==> config.mk <==
export PLATFORM = sky130hd
export DESIGN_NAME = adc_acq_sequencer_flat
export DESIGN_NICKNAME = d
export VERILOG_FILES = /design/src/rtl/adc_acq_pkg.sv /design/src/rtl/adc_acq_sequencer_if.sv /design/src/rtl/acq_down_counter.sv /design/src/rtl/adc_acq_sequencer.sv /design/src/flat_wrapper.sv
export SDC_FILE = /design/constraint.sdc
export NUM_CORES = 1
export LEC_CHECK = 0
export CELL_PAD_IN_SITES_DETAIL_PLACEMENT = 1
export CELL_PAD_IN_SITES_GLOBAL_PLACEMENT = 2
export CORE_MARGIN = 5
export CORE_UTILIZATION = 30
export CTS_BUF_LIST = sky130_fd_sc_hd__clkbuf_4
export CTS_CLUSTER_DIAMETER = 100
export DETAILED_ROUTE_END_ITERATION = 12
export GPL_TIMING_DRIVEN = 0
export PLACE_DENSITY = 0.79
export SKIP_CTS_REPAIR_TIMING = 1
export SYNTH_ARGS = -nofsm -noshare
export SYNTH_HDL_FRONTEND = slang
export SYNTH_SLANG_ARGS = --single-unit
==> constraint.sdc <==
create_clock -name clk -period 9.5 [get_ports clk]
set_input_delay 2.375 -clock clk [delete_from_list [all_inputs] [get_ports clk]]
set_output_delay 2.375 -clock clk [all_outputs]
set_load 0.02 [all_outputs]
==> src/rtl/adc_acq_pkg.sv <==
// Shared definitions for the ADC acquisition sequencer: FSM state encoding,
// the 4-bit mux tag values used by the downstream output mux, and bus widths.
package adc_acq_pkg;

  localparam int BURST_W = 23;
  localparam int WFM_W   = 12;

  typedef enum logic [2:0] {
    ST_IDLE     = 3'd0,
    ST_FILL_HDR = 3'd1,
    ST_WFM_HDR  = 3'd2,
    ST_DATA     = 3'd3,
    ST_GAP      = 3'd4,
    ST_CKSUM    = 3'd5,
    ST_DONE     = 3'd6
  } acq_state_e;

  localparam logic [3:0] TAG_NONE     = 4'd0;
  localparam logic [3:0] TAG_FILL_HDR = 4'd1;
  localparam logic [3:0] TAG_WFM_HDR  = 4'd2;
  localparam logic [3:0] TAG_DATA     = 4'd3;
  localparam logic [3:0] TAG_CKSUM    = 4'd4;

  // Mux tag driven while the sequencer sits in a given state.
  function automatic logic [3:0] state_tag(input acq_state_e st);
    logic [3:0] tag;
    case (st)
      ST_FILL_HDR: tag = TAG_FILL_HDR;
      ST_WFM_HDR:  tag = TAG_WFM_HDR;
      ST_DATA:     tag = TAG_DATA;
      ST_CKSUM:    tag = TAG_CKSUM;
      default:     tag = TAG_NONE;
    endcase
    return tag;
  endfunction

endpackage

==> src/rtl/adc_acq_sequencer_if.sv <==
// Control/status bundle between the acquisition controller (master) and the
// sequencer (slave): trigger and fill parameters in, mux selects and status out.
interface adc_acq_sequencer_if #(
  parameter int GAP_W = 22
);
  import adc_acq_pkg::*;

  logic                 trigger;
  logic                 fifo_almost_full;
  logic [BURST_W-1:0]   num_fill_bursts;
  logic [WFM_W-1:0]     num_waveforms;
  logic [GAP_W-1:0]     waveform_gap;

  logic                 select_fill_hdr;
  logic                 select_waveform_hdr;
  logic                 select_dat;
  logic                 select_checksum;
  logic                 checksum_update;
  logic [WFM_W-1:0]     current_waveform_num;
  logic                 acq_wr_en;
  logic                 busy;
  logic                 fill_done;
  logic                 trig_rejected;

  modport master (
    output trigger, fifo_almost_full, num_fill_bursts, num_waveforms, waveform_gap,
    input  select_fill_hdr, select_waveform_hdr, select_dat, select_checksum,
    input  checksum_update, current_waveform_num, acq_wr_en, busy, fill_done,
    input  trig_rejected
  );

  modport slave (
    input  trigger, fifo_almost_full, num_fill_bursts, num_waveforms, waveform_gap,
    output select_fill_hdr, select_waveform_hdr, select_dat, select_checksum,
    output checksum_update, current_waveform_num, acq_wr_en, busy, fill_done,
    output trig_rejected
  );

endinterface

==> src/rtl/acq_down_counter.sv <==
// Loadable down counter with a zero flag. Decrement saturates at zero so a
// stray decrement can never wrap into a huge remaining count.
module acq_down_counter #(
  parameter int W = 8
) (
  input  logic         clk,
  input  logic         reset,
  input  logic         load,
  input  logic [W-1:0] load_val,
  input  logic         dec,
  output logic         zero
);

  localparam logic [W-1:0] ONE = W'(1);

  logic [W-1:0] count_r;

  // Count register: load has priority over decrement.
  always_ff @(posedge clk or posedge reset) begin
    if (reset) begin
      count_r <= '0;
    end else if (load) begin
      count_r <= load_val;
    end else if (dec && (count_r != '0)) begin
      count_r <= count_r - ONE;
    end else begin
      count_r <= count_r;
    end
  end

  assign zero = (count_r == '0);

endmodule

==> src/rtl/adc_acq_sequencer.sv <==
// ADC acquisition sequencer: on an accepted trigger, walks the fill header,
// per-waveform headers, data bursts, inter-waveform gaps and the checksum,
// driving one-hot mux selects and a write enable one cycle behind them.
module adc_acq_sequencer
  import adc_acq_pkg::*;
#(
  parameter int WFM_MAX = 4095,
  parameter int GAP_W   = 22
) (
  input  logic               clk,
  input  logic               reset,
  adc_acq_sequencer_if.slave bus
);

  localparam logic [WFM_W-1:0]   WFM_MAX_C = WFM_W'(WFM_MAX);
  localparam logic [WFM_W-1:0]   WFM_ONE   = WFM_W'(1);
  localparam logic [BURST_W-1:0] BURST_ONE = BURST_W'(1);
  localparam logic [GAP_W-1:0]   GAP_ONE   = GAP_W'(1);

  acq_state_e         state_r, next_state_s, eow_state_s;
  logic [BURST_W-1:0] bursts_lat_r;
  logic [WFM_W-1:0]   wfm_lat_r, wfm_eff_s, wfm_num_r;
  logic [GAP_W-1:0]   gap_lat_r;
  logic               accept_s, last_wfm_s;
  logic               eow_gap_load_s, eow_inc_s;
  logic               burst_load_s, burst_dec_s, burst_zero_s;
  logic               gap_load_s, gap_dec_s, gap_zero_s;
  logic               wfm_inc_s;
  logic [3:0]         next_tag_s;

  logic sel_fill_r, sel_wfm_r, sel_dat_r, sel_ck_r, cks_upd_r;
  logic wr_en_r, busy_r, done_r, rej_r;

  // Triggers are only taken in IDLE while the write FIFO has headroom.
  assign accept_s   = (state_r == ST_IDLE) && bus.trigger && !bus.fifo_almost_full;
  assign last_wfm_s = (wfm_num_r == (wfm_lat_r - WFM_ONE));
  assign next_tag_s = state_tag(next_state_s);

  // Effective waveform count: zero means one, oversize clamps to WFM_MAX.
  always_comb begin
    wfm_eff_s = bus.num_waveforms;
    if (bus.num_waveforms == '0) begin
      wfm_eff_s = WFM_ONE;
    end else if (bus.num_waveforms > WFM_MAX_C) begin
      wfm_eff_s = WFM_MAX_C;
    end else begin
      wfm_eff_s = bus.num_waveforms;
    end
  end

  // Where to go once a waveform's data is finished (or skipped).
  always_comb begin
    eow_state_s    = ST_CKSUM;
    eow_gap_load_s = 1'b0;
    eow_inc_s      = 1'b0;
    if (last_wfm_s) begin
      eow_state_s = ST_CKSUM;
    end else if (gap_lat_r == '0) begin
      eow_state_s = ST_WFM_HDR;
      eow_inc_s   = 1'b1;
    end else begin
      eow_state_s    = ST_GAP;
      eow_gap_load_s = 1'b1;
    end
  end

  // State register.
  always_ff @(posedge clk or posedge reset) begin
    if (reset) begin
      state_r <= ST_IDLE;
    end else begin
      state_r <= next_state_s;
    end
  end

  // Next-state and counter control. Counters are loaded with count-1 so the
  // zero flag marks the last DATA/GAP cycle.
  always_comb begin
    next_state_s = state_r;
    burst_load_s = 1'b0;
    burst_dec_s  = 1'b0;
    gap_load_s   = 1'b0;
    gap_dec_s    = 1'b0;
    wfm_inc_s    = 1'b0;
    case (state_r)
      ST_IDLE: begin
        if (accept_s) begin
          next_state_s = ST_FILL_HDR;
        end else begin
          next_state_s = ST_IDLE;
        end
      end
      ST_FILL_HDR: begin
        next_state_s = ST_WFM_HDR;
      end
      ST_WFM_HDR: begin
        if (bursts_lat_r != '0) begin
          next_state_s = ST_DATA;
          burst_load_s = 1'b1;
        end else begin
          next_state_s = eow_state_s;
          gap_load_s   = eow_gap_load_s;
          wfm_inc_s    = eow_inc_s;
        end
      end
      ST_DATA: begin
        if (burst_zero_s) begin
          next_state_s = eow_state_s;
          gap_load_s   = eow_gap_load_s;
          wfm_inc_s    = eow_inc_s;
        end else begin
          burst_dec_s = 1'b1;
        end
      end
      ST_GAP: begin
        if (gap_zero_s) begin
          next_state_s = ST_WFM_HDR;
          wfm_inc_s    = 1'b1;
        end else begin
          gap_dec_s = 1'b1;
        end
      end
      ST_CKSUM: begin
        next_state_s = ST_DONE;
      end
      ST_DONE: begin
        next_state_s = ST_IDLE;
      end
      default: begin
        next_state_s = ST_IDLE;
      end
    endcase
  end

  acq_down_counter #(.W(BURST_W)) u_burst_cnt (
    .clk      (clk),
    .reset    (reset),
    .load     (burst_load_s),
    .load_val (bursts_lat_r - BURST_ONE),
    .dec      (burst_dec_s),
    .zero     (burst_zero_s)
  );

  acq_down_counter #(.W(GAP_W)) u_gap_cnt (
    .clk      (clk),
    .reset    (reset),
    .load     (gap_load_s),
    .load_val (gap_lat_r - GAP_ONE),
    .dec      (gap_dec_s),
    .zero     (gap_zero_s)
  );

  // Fill parameters are captured only on an accepted trigger.
  always_ff @(posedge clk or posedge reset) begin
    if (reset) begin
      bursts_lat_r <= '0;
      wfm_lat_r    <= '0;
      gap_lat_r    <= '0;
    end else if (accept_s) begin
      bursts_lat_r <= bus.num_fill_bursts;
      wfm_lat_r    <= wfm_eff_s;
      gap_lat_r    <= bus.waveform_gap;
    end else begin
      bursts_lat_r <= bursts_lat_r;
      wfm_lat_r    <= wfm_lat_r;
      gap_lat_r    <= gap_lat_r;
    end
  end

  // Waveform index: cleared entering FILL_HDR, bumped entering each later WFM_HDR.
  always_ff @(posedge clk or posedge reset) begin
    if (reset) begin
      wfm_num_r <= '0;
    end else if (accept_s) begin
      wfm_num_r <= '0;
    end else if (wfm_inc_s) begin
      wfm_num_r <= wfm_num_r + WFM_ONE;
    end else begin
      wfm_num_r <= wfm_num_r;
    end
  end

  // Registered outputs, decoded from the upcoming state so they line up with it;
  // write enable trails the selects by one cycle to match the registered mux.
  always_ff @(posedge clk or posedge reset) begin
    if (reset) begin
      sel_fill_r <= 1'b0;
      sel_wfm_r  <= 1'b0;
      sel_dat_r  <= 1'b0;
      sel_ck_r   <= 1'b0;
      cks_upd_r  <= 1'b0;
      wr_en_r    <= 1'b0;
      busy_r     <= 1'b0;
      done_r     <= 1'b0;
      rej_r      <= 1'b0;
    end else begin
      sel_fill_r <= (next_tag_s == TAG_FILL_HDR);
      sel_wfm_r  <= (next_tag_s == TAG_WFM_HDR);
      sel_dat_r  <= (next_tag_s == TAG_DATA);
      sel_ck_r   <= (next_tag_s == TAG_CKSUM);
      cks_upd_r  <= (next_tag_s == TAG_DATA);
      wr_en_r    <= sel_fill_r | sel_wfm_r | sel_dat_r | sel_ck_r;
      busy_r     <= (next_state_s != ST_IDLE);
      done_r     <= (next_state_s == ST_DONE);
      rej_r      <= bus.trigger && !accept_s;
    end
  end

  assign bus.select_fill_hdr      = sel_fill_r;
  assign bus.select_waveform_hdr  = sel_wfm_r;
  assign bus.select_dat           = sel_dat_r;
  assign bus.select_checksum      = sel_ck_r;
  assign bus.checksum_update      = cks_upd_r;
  assign bus.current_waveform_num = wfm_num_r;
  assign bus.acq_wr_en            = wr_en_r;
  assign bus.busy                 = busy_r;
  assign bus.fill_done            = done_r;
  assign bus.trig_rejected        = rej_r;

endmodule
==> src/flat_wrapper.sv <==
// flat-port wrapper written by rule: the top's interface ports become plain ports
module adc_acq_sequencer_flat import adc_acq_pkg::*;
#(
  parameter int WFM_MAX = 4095,
  parameter int GAP_W   = 22
)
  (clk, reset, bus_trigger, bus_fifo_almost_full, bus_num_fill_bursts, bus_num_waveforms, bus_waveform_gap, bus_select_fill_hdr, bus_select_waveform_hdr, bus_select_dat, bus_select_checksum, bus_checksum_update, bus_current_waveform_num, bus_acq_wr_en, bus_busy, bus_fill_done, bus_trig_rejected);
  adc_acq_sequencer_if #(.GAP_W(GAP_W)) bus_i ();
  input  logic clk;
  input  logic reset;
  input wire logic [$bits(bus_i.trigger)-1:0] bus_trigger;
  input wire logic [$bits(bus_i.fifo_almost_full)-1:0] bus_fifo_almost_full;
  input wire logic [$bits(bus_i.num_fill_bursts)-1:0] bus_num_fill_bursts;
  input wire logic [$bits(bus_i.num_waveforms)-1:0] bus_num_waveforms;
  input wire logic [$bits(bus_i.waveform_gap)-1:0] bus_waveform_gap;
  output wire logic [$bits(bus_i.select_fill_hdr)-1:0] bus_select_fill_hdr;
  output wire logic [$bits(bus_i.select_waveform_hdr)-1:0] bus_select_waveform_hdr;
  output wire logic [$bits(bus_i.select_dat)-1:0] bus_select_dat;
  output wire logic [$bits(bus_i.select_checksum)-1:0] bus_select_checksum;
  output wire logic [$bits(bus_i.checksum_update)-1:0] bus_checksum_update;
  output wire logic [$bits(bus_i.current_waveform_num)-1:0] bus_current_waveform_num;
  output wire logic [$bits(bus_i.acq_wr_en)-1:0] bus_acq_wr_en;
  output wire logic [$bits(bus_i.busy)-1:0] bus_busy;
  output wire logic [$bits(bus_i.fill_done)-1:0] bus_fill_done;
  output wire logic [$bits(bus_i.trig_rejected)-1:0] bus_trig_rejected;
  assign bus_i.trigger = bus_trigger;
  assign bus_i.fifo_almost_full = bus_fifo_almost_full;
  assign bus_i.num_fill_bursts = bus_num_fill_bursts;
  assign bus_i.num_waveforms = bus_num_waveforms;
  assign bus_i.waveform_gap = bus_waveform_gap;
  assign bus_select_fill_hdr = bus_i.select_fill_hdr;
  assign bus_select_waveform_hdr = bus_i.select_waveform_hdr;
  assign bus_select_dat = bus_i.select_dat;
  assign bus_select_checksum = bus_i.select_checksum;
  assign bus_checksum_update = bus_i.checksum_update;
  assign bus_current_waveform_num = bus_i.current_waveform_num;
  assign bus_acq_wr_en = bus_i.acq_wr_en;
  assign bus_busy = bus_i.busy;
  assign bus_fill_done = bus_i.fill_done;
  assign bus_trig_rejected = bus_i.trig_rejected;
  adc_acq_sequencer #(.WFM_MAX(WFM_MAX), .GAP_W(GAP_W)) u_core (.clk(clk), .reset(reset), .bus(bus_i));
endmodule
* After elaboration in Yosys (flattened, before gate mapping)
Cells that the tools add are included.
** Operators by class
- Add/subtract/negate cells :: 6
- Mux-type cells :: 33
- Magnitude comparators :: 1
- Bitwise gates (word level) :: 3
- Reduce and logical (&&, ||, !) cells :: 19
- Equality and inequality tests :: 15
** Operators with widths (count)
- 12-bit two-way mux :: 4
- 23-bit two-way mux :: 2
- 23-bit nonzero test :: 2
- 23-bit by 1-bit subtractor with 23-bit output (second input constant) :: 2
- 22-bit logical NOT :: 2
- 22-bit two-way mux :: 2
- 22-bit by 1-bit subtractor with 22-bit output (second input constant) :: 2
- 23-bit logical NOT :: 1
- 22-bit nonzero test :: 1
- 3-bit by 2-bit equality test with 1-bit output (second input constant) :: 6
- 3-bit one-hot mux with 6 select lines :: 1
- 1-bit two-way mux :: 16
- 3-bit equality test (second input constant) :: 5
- 3-bit two-way mux :: 5
- 12-bit by 1-bit adder with 12-bit output (second input constant) :: 1
- 12-bit equality test :: 1
- 12-bit greater-than comparator (second input constant) :: 1
- 12-bit logical NOT :: 1
- 3-bit one-hot mux with 4 select lines :: 1
- 12-bit by 1-bit subtractor with 12-bit output (second input constant) :: 1
- 3-bit by 1-bit equality test with 1-bit output (second input constant) :: 3
- 2-bit nonzero test :: 3
- 1-bit logical AND :: 5
- 3-bit logical NOT :: 1
- other kinds (5) :: 8
** Word-level totals
- Word-level logic and storage cells :: 92
- Bits in registers :: 125

* Longest topological paths before layout
Gate-level depths: netlist of the first run.
- Depth in word-level cells :: 8
- Gate-level depth with buffers :: 18

* Hierarchy
From an unflattened synthesis of the first run, not the netlist that was laid out.
** Unflattened totals
- Cell total of the unflattened synthesis :: 847
- Area total of the unflattened synthesis :: 7298.2 um^2
** By module, submodules not included
- adc_acq_sequencer :: instances 1, seq. area each 2001.9 um^2, area each 4528.1 um^2, cells each 538
- acq_down_counter (u_core.u_gap_cnt) :: instances 1, seq. area each 550.5 um^2, area each 1390.1 um^2, cells each 157
- acq_down_counter (u_core.u_burst_cnt) :: instances 1, seq. area each 575.6 um^2, area each 1380.1 um^2, cells each 152

* Least setup slack after synthesis of the first run
No wires, ideal clock.
- Path kind :: register to register
- Start :: register u_core.bursts_lat_r[1]
- End :: register u_core.u_gap_cnt.count_r[20]
- Arrival time :: 3.771 ns
- Path slack :: 5.601 ns
- Period minus slack after synthesis :: 3.899 ns
- Data required time :: 9.372 ns
- Buffers on the path :: 3
- Stages on the path, launching flop included :: 18
- Cell sequence :: dfrtp_1 -> or4_1 -> clkbuf_1 -> nor4_4 -> nand3_1 -> o32ai_1 -> nand2_1 -> nor3b_1 -> buf_2 -> mux2i_1 -> ha_1 -> clkbuf_1 -> nand2_1 -> nor3_1 -> nand4b_1 -> nor3_1 -> xnor2_1 -> mux2i_1
** On the way
- Cells in the longest elaborated chain, start to end :: 4
- Elaborated cells between the ends (all ways) :: 5
- Those cells by class :: mux: 3; reduce/logical: 2
** Ends and longest elaborated chain
- start: declaration :: RTL line adc_acq_sequencer.sv:21 : logic [BURST_W-1:0] bursts_lat_r;
- start signal: assignment :: RTL line adc_acq_sequencer.sv:160 : bursts_lat_r <= bus.num_fill_bursts;
- start signal: assignment :: RTL line adc_acq_sequencer.sv:164 : bursts_lat_r <= bursts_lat_r;
- 23-bit nonzero test * :: RTL line adc_acq_sequencer.sv:97 : if (bursts_lat_r != '0) begin
- 1-bit two-way mux * :: RTL line adc_acq_sequencer.sv:97
- 1-bit one-hot mux with 2 select lines * :: RTL line adc_acq_sequencer.sv:85 : case (state_r)
- 22-bit two-way mux / 2-bit nonzero test (equally long branches)
- end signal: assignment :: RTL line acq_down_counter.sv:23 : count_r <= load_val;
- end signal: assignment :: RTL line acq_down_counter.sv:25 : count_r <= count_r - ONE;
- end signal: assignment :: RTL line acq_down_counter.sv:27 : count_r <= count_r;
- end: declaration :: RTL line acq_down_counter.sv:16 : logic [W-1:0] count_r;
Every way passes the cells marked *; elsewhere a longest branch is shown, timed or not.
A chain may end at the register's enable or synchronous reset.

* Final worst setup path of the first run
- Start :: register u_core.u_burst_cnt.count_r[0]
- End :: register u_core.u_gap_cnt.count_r[20]
** On the way
- Cells in the longest elaborated chain, start to end :: 4
- Elaborated cells between the ends (all ways) :: 5
- Those cells by class :: mux: 3; reduce/logical: 2
** Ends and longest elaborated chain
- start: declaration :: RTL line acq_down_counter.sv:16
- start signal: assignment :: RTL line acq_down_counter.sv:23
- start signal: assignment :: RTL line acq_down_counter.sv:25
- start signal: assignment :: RTL line acq_down_counter.sv:27
- 23-bit logical NOT * :: RTL line acq_down_counter.sv:31 : assign zero = (count_r == '0);
- 1-bit two-way mux * :: RTL line adc_acq_sequencer.sv:107 : if (burst_zero_s) begin
- 1-bit one-hot mux with 2 select lines * :: RTL line adc_acq_sequencer.sv:85
- 22-bit two-way mux / 2-bit nonzero test (equally long branches)
Marked as above.

==> flow_summary.json, run 1 <==
{
  "worst_pin_slew_ps": 1100,
  "setup_violations": 0,
  "hpwl_um": 14600,
  "crit_slowest_cell": "nor4_1",
  "worst_ep_required_time_ps": 9940,
  "hold_end": "u_core.bus.acq_wr_en$_DFF_PP0_",
  "ant_nets": 0,
  "die_area_mm2": 0.0269,
  "ys_warn_count": 0,
  "die_y_um": 164,
  "grt_pass1_vias": 6173,
  "reg2regPathDepth": 15,
  "core_area_mm2": 0.0234,
  "grt_usage": 0.154,
  "synth_top_family_by_area": "simple AND/OR/NAND/NOR gates",
  "max_stage_delay_ps": 680,
  "cts-root-buf": "clkbuf_4",
  "clkTransAtPathRegs_ps": 130,
  "synthesis.nets": 794,
  "critical_path_class": "reg2reg",
  "rr_endpoint": "u_core.u_gap_cnt.count_r[20]$_DFFE_PP0P_",
  "p_leak_nw": 3.42,
  "slew_violations": 0,
  "drt_iter0_drc": 244,
  "rsz0062_at_grt": "false",
  "htreeDepth": 4,
  "grtUsageMet3": 0.0329,
  "synth_top_area_cell": "dfrtp_1",
  "muxShareOfSynthArea": 0.124,
  "port_buffers": 81,
  "period_share": 0.551,
  "vdd_ir_drop_max_v": 0.000107,
  "ys.flop_type": "dfrtp_1",
  "placed_cell_area_mm2": 0.00837,
  "grt_use_met2": 0.248,
  "fin_nets": 895,
  "clock_sinks": 125,
  "final-hold-violation-count": 0,
  "wl_um": 20000,
  "fin_crit_ps": 5230,
  "first_pass_iters": 4,
  "crit_path_end_kind": "register",
  "fin_skew_ps": 22.5,
  "grt_pass1_wl_um": 33200,
  "cts_buffers": 17,
  "synth_adder_area_share": 0.00702,
  "use_met1": 0.211,
  "cts_tree": "built",
  "max_freq_mhz": 191,
  "synth_compound_area_frac": 0.141,
  "routed_via_density": 5.15,
  "startpoint_type": "register",
  "routabilityCongestion": 0.767,
  "drc": 0,
  "r2r-start": "u_core.u_burst_cnt.count_r[0]$_DFFE_PP0P_",
  "drive_above_1_share": 0.145,
  "cp_cell_sequence": "nor4_1 > nand3_1 > o32ai_1 > nand2_1 > nor3b_1 > buf_2 > mux2i_1 > ha_1 > clkbuf_1 > nand2_1 > nor3_1 > nand4b_1 > nor3_1 > xnor2_1 > mux2i_1",
  "ys_async_sr_fraction": 1.00,
  "antenna_found_initial": 1,
  "start_util": 0.305,
  "hold_slack_ps": 522,
  "synth_seq_area_share": 0.439,
  "setup-tns-final_ps": 0,
  "ys_ff_latch": 125,
  "min_path_type": "reg2reg",
  "fillers": 2747,
  "rows": 56,
  "synth-simple-area-share": 0.195,
  "status": "complete, no violations",
  "yosysUniqueCellTypes": 67,
  "postSynthCellCount": 729,
  "cap_violations": 0,
  "fp.dieW_um": 164,
  "synthDominantCellAreaShare": 0.439,
  "insertion_delay_ps": 550,
  "grt_max_degree": 72,
  "synth_enable_flop_cells": 0,
  "synth_area_mm2": 0.00713,
  "top_usage_layer": "met2",
  "powerDensity_mw_per_mm2": 274,
  "io_pins": 82,
  "synth_xor_xnor_area_share": 0.0614,
  "critPathMaxFanout": 10,
  "gr-total-overflow": 0,
  "cts.path.max_buffers": 2,
  "rrSetupSlack_ps": 4270,
  "critPathArrivalTime_ps": 5670,
  "final_area_mm2": 0.00865,
  "hp-start": "u_core.bus.select_fill_hdr$_DFF_PP0_",
  "syn_area_per_cell_um2": 9.78,
  "slew_headroom": 0.263,
  "vias": 5994,
  "routedWlPerCell_um": 17.2,
  "holdPathStages": 1,
  "ys_top_cells_by_area": "dfrtp_1 44%, mux2_2 9.6%, nor2_1 3.5%",
  "area_delta_synth_final_pct": 21.3
}
[flip-flops by register name (all words and copies together), names as in the netlist, 3 cells and up]
signal and flops:
u_core.wfm_lat_r 12, u_core.gap_lat_r 22, u_core.u_gap_cnt.count_r 22, u_core.state_r 3, u_core.bursts_lat_r 23, u_core.bus.current_waveform_num 12, u_core.u_burst_cnt.count_r 23
[kinds of logic (layout without fill, tap and decap cells)]
logic type      Yosys count  after routing
other cells               0              1
xor+xnor                 50             50
compound gates          155            155
buf+inv                  53            167
simple gates            261            261
mux                      81             81
fa+ha+maj                 4              4
flops                   125            125
[synthesized netlist by cell type (4+ instances only)]
cell and n:
or4_1 15, ha_1 4, o31ai_1 5, mux2_2 61, nand3b_1 4, clkbuf_1 28, a21oi_1 49, and3_1 6
o21ai_0 37, nor2b_1 7, or3_1 8, o211ai_1 4, inv_1 14, a2111oi_0 4, nand4_1 7, nor3_1 30
nand2_1 52, xor2_1 23, nand2b_1 5, a31oi_1 4, nor4_1 12, mux2i_1 20, and2_1 4, dfrtp_1 125
o32ai_1 5, nand3_1 20, a211oi_1 14, o21a_1 6, xnor2_1 27, buf_2 6, nor4_2 5, nor2_1 66
[worst max path at each step]
stage | from | to | slack (ps) | cells past startpoint
floorplan | reset | u_core.bursts_lat_r[0]$_DFFE_PP0P_ | 3800 | 1
global placement | reset | u_core.bus.current_waveform_num[9]$_DFFE_PP0P_ | 1590 | 2
detailed placement | bus_fifo_almost_full | u_core.bus.current_waveform_num[0]$_DFFE_PP0P_ | 4100 | 7
CTS | u_core.u_burst_cnt.count_r[0]$_DFFE_PP0P_ | u_core.u_gap_cnt.count_r[20]$_DFFE_PP0P_ | 4160 | 15
global route | u_core.u_burst_cnt.count_r[0]$_DFFE_PP0P_ | u_core.u_gap_cnt.count_r[20]$_DFFE_PP0P_ | 3720 | 15
finish | u_core.u_burst_cnt.count_r[0]$_DFFE_PP0P_ | u_core.u_gap_cnt.count_r[20]$_DFFE_PP0P_ | 4270 | 15
[per-layer routing]
layer  vias up  wire [um]
li1       2876          -
met1      3008       9620
met2        91       9340
met3        19        737
met4         0        278
met5         -          0
[where the power goes]
group	switching (mW)	internal [mW]
sequential	0.275	0.738
clock	0.220	0.154
combinational	0.508	0.470
[metrics by stage]
step / utilization / std cells / setup WS, ps / power, mW
after floorplan: - / 729 / 3800 / 1.67
after global placement: 0.356 / 1129 / 1590 / 1.99
after detailed placement: 0.358 / 1130 / 4100 / 2.01
after CTS: 0.369 / 1162 / 4160 / 2.40
after global routing: 0.369 / 1163 / 3720 / 2.56
final: 0.369 / 1163 / 4270 / 2.37
[layout make-up]
cell class	count	area, um2	area share
Buffer	39	173	0.0200
Timing Repair Buffer	82	838	0.0969
Clock buffer	17	128	0.0148
Clock inverter	15	148	0.0171
Antenna cell	1	2.50	0.000289
Multi-Input combinational cell	551	3770	0.436
Sequential cell	125	3130	0.362
Tap cell	319	399	0.0462
Inverter	14	57.6	0.00666
[placed cells by master (no fill, tap or decap), types with 7 or more instances in the layout]
| master | count |
|---|---|
| or3_1 | 8 |
| mux2i_1 | 20 |
| o21ai_0 | 37 |
| xor2_1 | 23 |
| nor2b_1 | 7 |
| nor2_1 | 66 |
| nand2_1 | 52 |
| nor4_1 | 12 |
| nand4_1 | 7 |
| mux2_2 | 61 |
| clkbuf_4 | 17 |
| dfrtp_1 | 125 |
| a211oi_1 | 14 |
| clkdlybuf4s50_1 | 81 |
| xnor2_1 | 27 |
| or4_1 | 15 |
| nor3_1 | 30 |
| a21oi_1 | 49 |
| clkbuf_1 | 28 |
| inv_1 | 13 |
| nand3_1 | 20 |
[worst max-delay path, delay by kind of cell, from the launching register on]
| family | cells | cell delay (ps) |
|---|---|---|
| AOI/OAI and AO/OA | 1 | 440 |
| and+or+nand+nor | 8 | 2780 |
| buffers and inverters | 2 | 830 |
| xor gates and xnor gates | 1 | 150 |
| DFF | 1 | 440 |
| muxes | 2 | 320 |
| adders and majority gates | 1 | 160 |
No activity file was read; power rests on OpenSTA's default activity.
==> inputs of run 2 (changes only) <==
- PLACE_DENSITY: 0.79 -> 0.81
- clock period: 9.5 -> 4.3 ns (I/O delays scaled with it)
==> flow_summary.json, run 2 (synthesis results as in run 1) <==
{
  "reg.largest.list": "u_core.bursts_lat_r: 23 flops, u_core.u_burst_cnt.count_r: 23 flops",
  "routabilityCongestion": 0.789,
  "vias": 6021,
  "powerDensity_mw_per_mm2": 594,
  "routedWlPerCell_um": 17.5,
  "critPathMaxFanout": 9,
  "gr-total-overflow": 0,
  "instances_no_fill": 1165,
  "drive_above_1_share": 0.166,
  "dp.cells": 1132,
  "place_ws_ps": -872,
  "vdd_ir_drop_max_v": 0.000228,
  "hp-start": "u_core.bus.select_fill_hdr$_DFF_PP0_",
  "wl_um": 20400,
  "die_area_mm2": 0.0269,
  "start_util": 0.305,
  "ant_nets": 0,
  "p_comb_frac": 0.422,
  "holdPathStages": 1,
  "fin_crit_ps": 4130,
  "rsz0062_at_grt": "true",
  "pwr-share-clk": 0.143,
  "reg2regPathDepth": 16,
  "p_leak_nw": 3.47,
  "r2r-start": "u_core.bursts_lat_r[1]$_DFFE_PP0P_",
  "mostFrequentLayoutCells": "125 x dfrtp_1, 81 x clkdlybuf4s50_1, 66 x nor2_1, 61 x mux2_2, 51 x nand2_1",
  "rrSetupSlack_ps": 170,
  "max_freq_mhz": 242,
  "clock_sinks": 125,
  "fp.dieW_um": 164,
  "slew_violations": 0,
  "pwr-share-seq": 0.436,
  "multiInputGateArea_mm2": 0.00387,
  "grt_max_degree": 39,
  "io_pins": 82,
  "finalWorstSetupSlack_ps": 167,
  "first_pass_iters": 4,
  "cts_tree": "built",
  "core_area_mm2": 0.0234,
  "fin_nets": 897,
  "switching_share": 0.430,
  "min_path_type": "reg2reg",
  "period_share": 0.961,
  "fin_skew_ps": 24.0,
  "rows": 56,
  "power.switching_mw": 2.24,
  "clkTransAtPathRegs_ps": 110,
  "critPathArrivalTime_ps": 4570,
  "area_delta_synth_final_pct": 23.0,
  "critical_path_class": "reg2reg",
  "hold_end": "u_core.bus.acq_wr_en$_DFF_PP0_",
  "grt_pass1_wl_um": 33600,
  "insertion_delay_ps": 560,
  "cts-root-buf": "clkbuf_4",
  "die_y_um": 164,
  "fillers": 2705,
  "hpwl_um": 15100,
  "slew_headroom": 0.296,
  "worst_pin_slew_ps": 1050,
  "regArea_mm2": 0.00313,
  "antenna_found_initial": 1,
  "cts_buffers": 17,
  "cap_violations": 0,
  "drc": 0,
  "final-hold-violation-count": 0,
  "p_int_mw": 2.97,
  "cts.path.max_buffers": 2,
  "routed_via_density": 5.17,
  "startpoint_type": "register",
  "drt_iter0_drc": 208,
  "grt_pass1_vias": 6274,
  "power.total_mw": 5.21,
  "htreeDepth": 4,
  "rr_endpoint": "u_core.u_gap_cnt.count_r[20]$_DFFE_PP0P_",
  "status": "complete, no violations",
  "worst_ep_required_time_ps": 4740,
  "final_common_cell": "dfrtp_1",
  "setup_violations": 0,
  "grt_usage": 0.157,
  "port_buffers": 81,
  "crit_path_end_kind": "register"
}
-- run 2: cell count changes in the layout (fill, tap and decap cells not counted), moves of 3 or more --
cell | before | now
clkinv_2 | 4 | 8
buf_12 | 0 | 3
buf_2 | 6 | 3
buf_6 | 1 | 4
clkbuf_1 | 28 | 25
inv_6 | 3 | 0
-- run 2: layer usage --
metal,global-route usage,wire (um)
met3,0.0326,705
met5,0,0
met4,0.0362,226
met2,0.263,9910
met1,0.209,9580
-- run 2: power groups by stage --
stage	Combinational [mW]	Clock (mW)	Sequential, mW
2_1_floorplan	1.55	0	2.15
3_3_place_gp	2.12	0	2.26
3_5_place_dp	2.18	0	2.27
4_1_cts	2.20	0.781	2.25
5_1_grt	2.46	0.834	2.37
6_report	2.20	0.743	2.27
-- run 2: layout make-up --
class,instances,share of cell area
clock inverters,14,0.0118
flip-flops and latches,125,0.357
clock buffers,18,0.0154
multi-input cells,551,0.442
well taps,319,0.0455
diodes,1,0.000285
plain buffers,35,0.0194
repair buffers,88,0.103
inverters,14,0.00642
-- run 2: worst max-delay path by stage --
| stage | slack (ps) | end | cells after the start | from |
|---|---|---|---|---|
| detailed placement | -870 | u_core.u_gap_cnt.count_r[20]$_DFFE_PP0P_ | 15 | u_core.u_burst_cnt.count_r[0]$_DFFE_PP0P_ |
| floorplan | 400 | u_core.u_gap_cnt.count_r[20]$_DFFE_PP0P_ | 17 | u_core.bursts_lat_r[1]$_DFFE_PP0P_ |
| global route | -70 | u_core.u_gap_cnt.count_r[20]$_DFFE_PP0P_ | 16 | u_core.bursts_lat_r[1]$_DFFE_PP0P_ |
| global placement | -910 | u_core.u_gap_cnt.count_r[20]$_DFFE_PP0P_ | 15 | u_core.u_burst_cnt.count_r[0]$_DFFE_PP0P_ |
| CTS | -930 | u_core.u_gap_cnt.count_r[20]$_DFFE_PP0P_ | 15 | u_core.u_burst_cnt.count_r[0]$_DFFE_PP0P_ |
| finish | 170 | u_core.u_gap_cnt.count_r[20]$_DFFE_PP0P_ | 16 | u_core.bursts_lat_r[1]$_DFFE_PP0P_ |
-- run 2: critical path, stage by stage (launching register included) --
cell and delay, ps:
dfrtp_1 430, or4_1 520, clkbuf_1 200, nor4_4 370, nand3_1 180, o32ai_2 210, nand2_2 150, nor3b_4 260
buf_6 160, mux2i_2 270, ha_4 240, nand2_1 130, nor3_4 190, nand4b_1 230, nor3_2 180, xnor2_1 170
mux2i_1 110
-- run 2: metrics by stage --
stage / TNS, ps / util / hold WS, ps / area (um2)
global route: -83.0 / 0.375 / 556 / 8770
CTS: -7160 / 0.369 / 538 / 8640
floorplan: 0 / - / 471 / 7130
global placement: -6330 / 0.356 / 496 / 8340
finish: 0 / 0.375 / 528 / 8770
detailed placement: -6080 / 0.359 / 502 / 8400
==> inputs of run 3 (changes only) <==
- GPL_TIMING_DRIVEN: 0 -> unset
==> flow_summary.json, run 3 (synthesis results as in run 1) <==
{
  "status": "complete, no violations",
  "p_comb_frac": 0.401,
  "vdd_ir_drop_max_v": 0.000226,
  "max_freq_mhz": 256,
  "rsz0062_at_grt": "false",
  "grt_pass1_vias": 6149,
  "fp.dieW_um": 164,
  "p_leak_nw": 3.44,
  "antenna_found_initial": 1,
  "core_area_mm2": 0.0234,
  "critical_path_class": "reg2reg",
  "switching_share": 0.422,
  "grt_usage": 0.145,
  "htreeDepth": 4,
  "slew_violations": 0,
  "powerDensity_mw_per_mm2": 607,
  "utilization": 0.368,
  "cts-root-buf": "clkbuf_4",
  "rows": 56,
  "worst_ep_required_time_ps": 4710,
  "pwr-share-clk": 0.160,
  "cts_tree": "built",
  "min_path_type": "reg2reg",
  "area_delta_synth_final_pct": 20.9,
  "power.total_mw": 5.23,
  "final-hold-violation-count": 0,
  "routed_via_density": 5.13,
  "p_int_mw": 3.02,
  "fin_nets": 873,
  "final_common_cell": "dfrtp_1",
  "start_util": 0.305,
  "mostFrequentLayoutCells": "125 x dfrtp_1, 81 x clkdlybuf4s50_1, 66 x nor2_1, 61 x mux2_2, 52 x nand2_1",
  "fin_crit_ps": 3910,
  "die_y_um": 164,
  "place_ws_ps": 391,
  "ant_nets": 0,
  "cts.path.max_buffers": 2,
  "hpwl_um": 13600,
  "clkTransAtPathRegs_ps": 120,
  "vias": 5858,
  "grt_max_degree": 75,
  "grt_pass1_wl_um": 31700,
  "setup_violations": 0,
  "clock_sinks": 125,
  "finalWorstSetupSlack_ps": 390,
  "reg.largest.list": "u_core.bursts_lat_r: 23 flops, u_core.u_burst_cnt.count_r: 23 flops",
  "setup-tns-final_ps": 0,
  "critPathMaxFanout": 7,
  "pwr-share-seq": 0.439,
  "critPathArrivalTime_ps": 4320,
  "cap_violations": 0,
  "insertion_delay_ps": 540,
  "startpoint_type": "register",
  "io_pins": 82,
  "slew_headroom": 0.507,
  "power.switching_mw": 2.21,
  "cts_buffers": 17,
  "period_share": 0.909,
  "port_buffers": 81,
  "fin_skew_ps": 23.8,
  "die_area_mm2": 0.0269,
  "wl_um": 19100,
  "first_pass_iters": 5,
  "drc": 0,
  "worst_pin_slew_ps": 738,
  "crit_path_end_kind": "register",
  "drive_above_1_share": 0.161,
  "drt_iter0_drc": 188,
  "routedWlPerCell_um": 16.7,
  "gr-total-overflow": 0,
  "routabilityCongestion": 0.753
}
-- run 3: changes by cell type in the layout (fill, tap and decap cells not counted), moves of 2 or more --
cell      delta
buf_12       -2
buf_2        -3
buf_4       +12
buf_6        -4
clkbuf_1    -25
clkinv_2     -3
mux2i_1      +2
mux2i_2      -2
nor3_1       +2
nor4_2       +2
nor4_4       -2
-- run 3: power groups by stage --
stage	combinational [mW]	sequential, mW	clock, mW
after CTS	2.12	2.30	0.879
after global placement	2.07	2.30	0
after floorplan	1.55	2.15	0
after detailed placement	2.11	2.32	0
after global routing	2.34	2.39	0.922
final	2.09	2.29	0.837
-- run 3: worst paths after layout --
check | from | endpoint | slack, ps | cells past startpoint
min in group asynchronous | reset | u_core.u_gap_cnt.count_r[10]$_DFFE_PP0P_ | 1000 | 2
worst min-delay path | u_core.bus.select_checksum$_DFF_PP0_ | u_core.bus.acq_wr_en$_DFF_PP0_ | 530 | 1
max in group asynchronous | reset | u_core.bus.select_waveform_hdr$_DFF_PP0_ | 2470 | 3
worst min register to register | u_core.bus.select_checksum$_DFF_PP0_ | u_core.bus.acq_wr_en$_DFF_PP0_ | 530 | 1
worst max-delay path | u_core.bursts_lat_r[10]$_DFFE_PP0P_ | u_core.u_gap_cnt.count_r[20]$_DFFE_PP0P_ | 390 | 14
worst max register to register | u_core.bursts_lat_r[10]$_DFFE_PP0P_ | u_core.u_gap_cnt.count_r[20]$_DFFE_PP0P_ | 390 | 14
-- run 3: per-stage QoR --
| stage | area, um2 | instances | hold WS, ps |
|---|---|---|---|
| 3_3_place_gp | 8350 | 1108 | 492 |
| 4_1_cts | 8610 | 1140 | 541 |
| 2_1_floorplan | 7130 | 729 | 471 |
| 5_1_grt | 8610 | 1141 | 572 |
| 3_5_place_dp | 8350 | 1108 | 503 |
| 6_report | 8610 | 1141 | 531 |
-- run 3: layout make-up --
class | instances | area, um2
fillers | 2738 | 14800
multi-input cells | 551 | 3800
flip-flops and latches | 125 | 3130
repair buffers | 99 | 958
well taps | 319 | 399
clock buffers | 19 | 143
clock inverters | 13 | 124
inverters | 14 | 56.3
diodes | 1 | 2.50
-- run 3: layer usage --
metal,vias to the layer above,part of all wire,track usage,routed length (um)
li1,2838,-,-,-
met1,2925,0.47,0.192,9050
met2,85,0.48,0.243,9220
met3,10,0.035,0.0356,668
met4,0,0.0067,0.0278,127
met5,-,0,0,0
-- run 3: critical path, stage by stage (launching register included) --
cell and delay, ps:
dfrtp_1 460, or4_1 610, nor4_2 440, nand3_1 130, o32ai_1 210, nand2_1 170
nor3b_2 310, mux2i_1 230, ha_1 190, nand2_1 90, nor3_1 280, nand4b_1 200
nor3_1 230, xnor2_1 160, mux2i_1 90
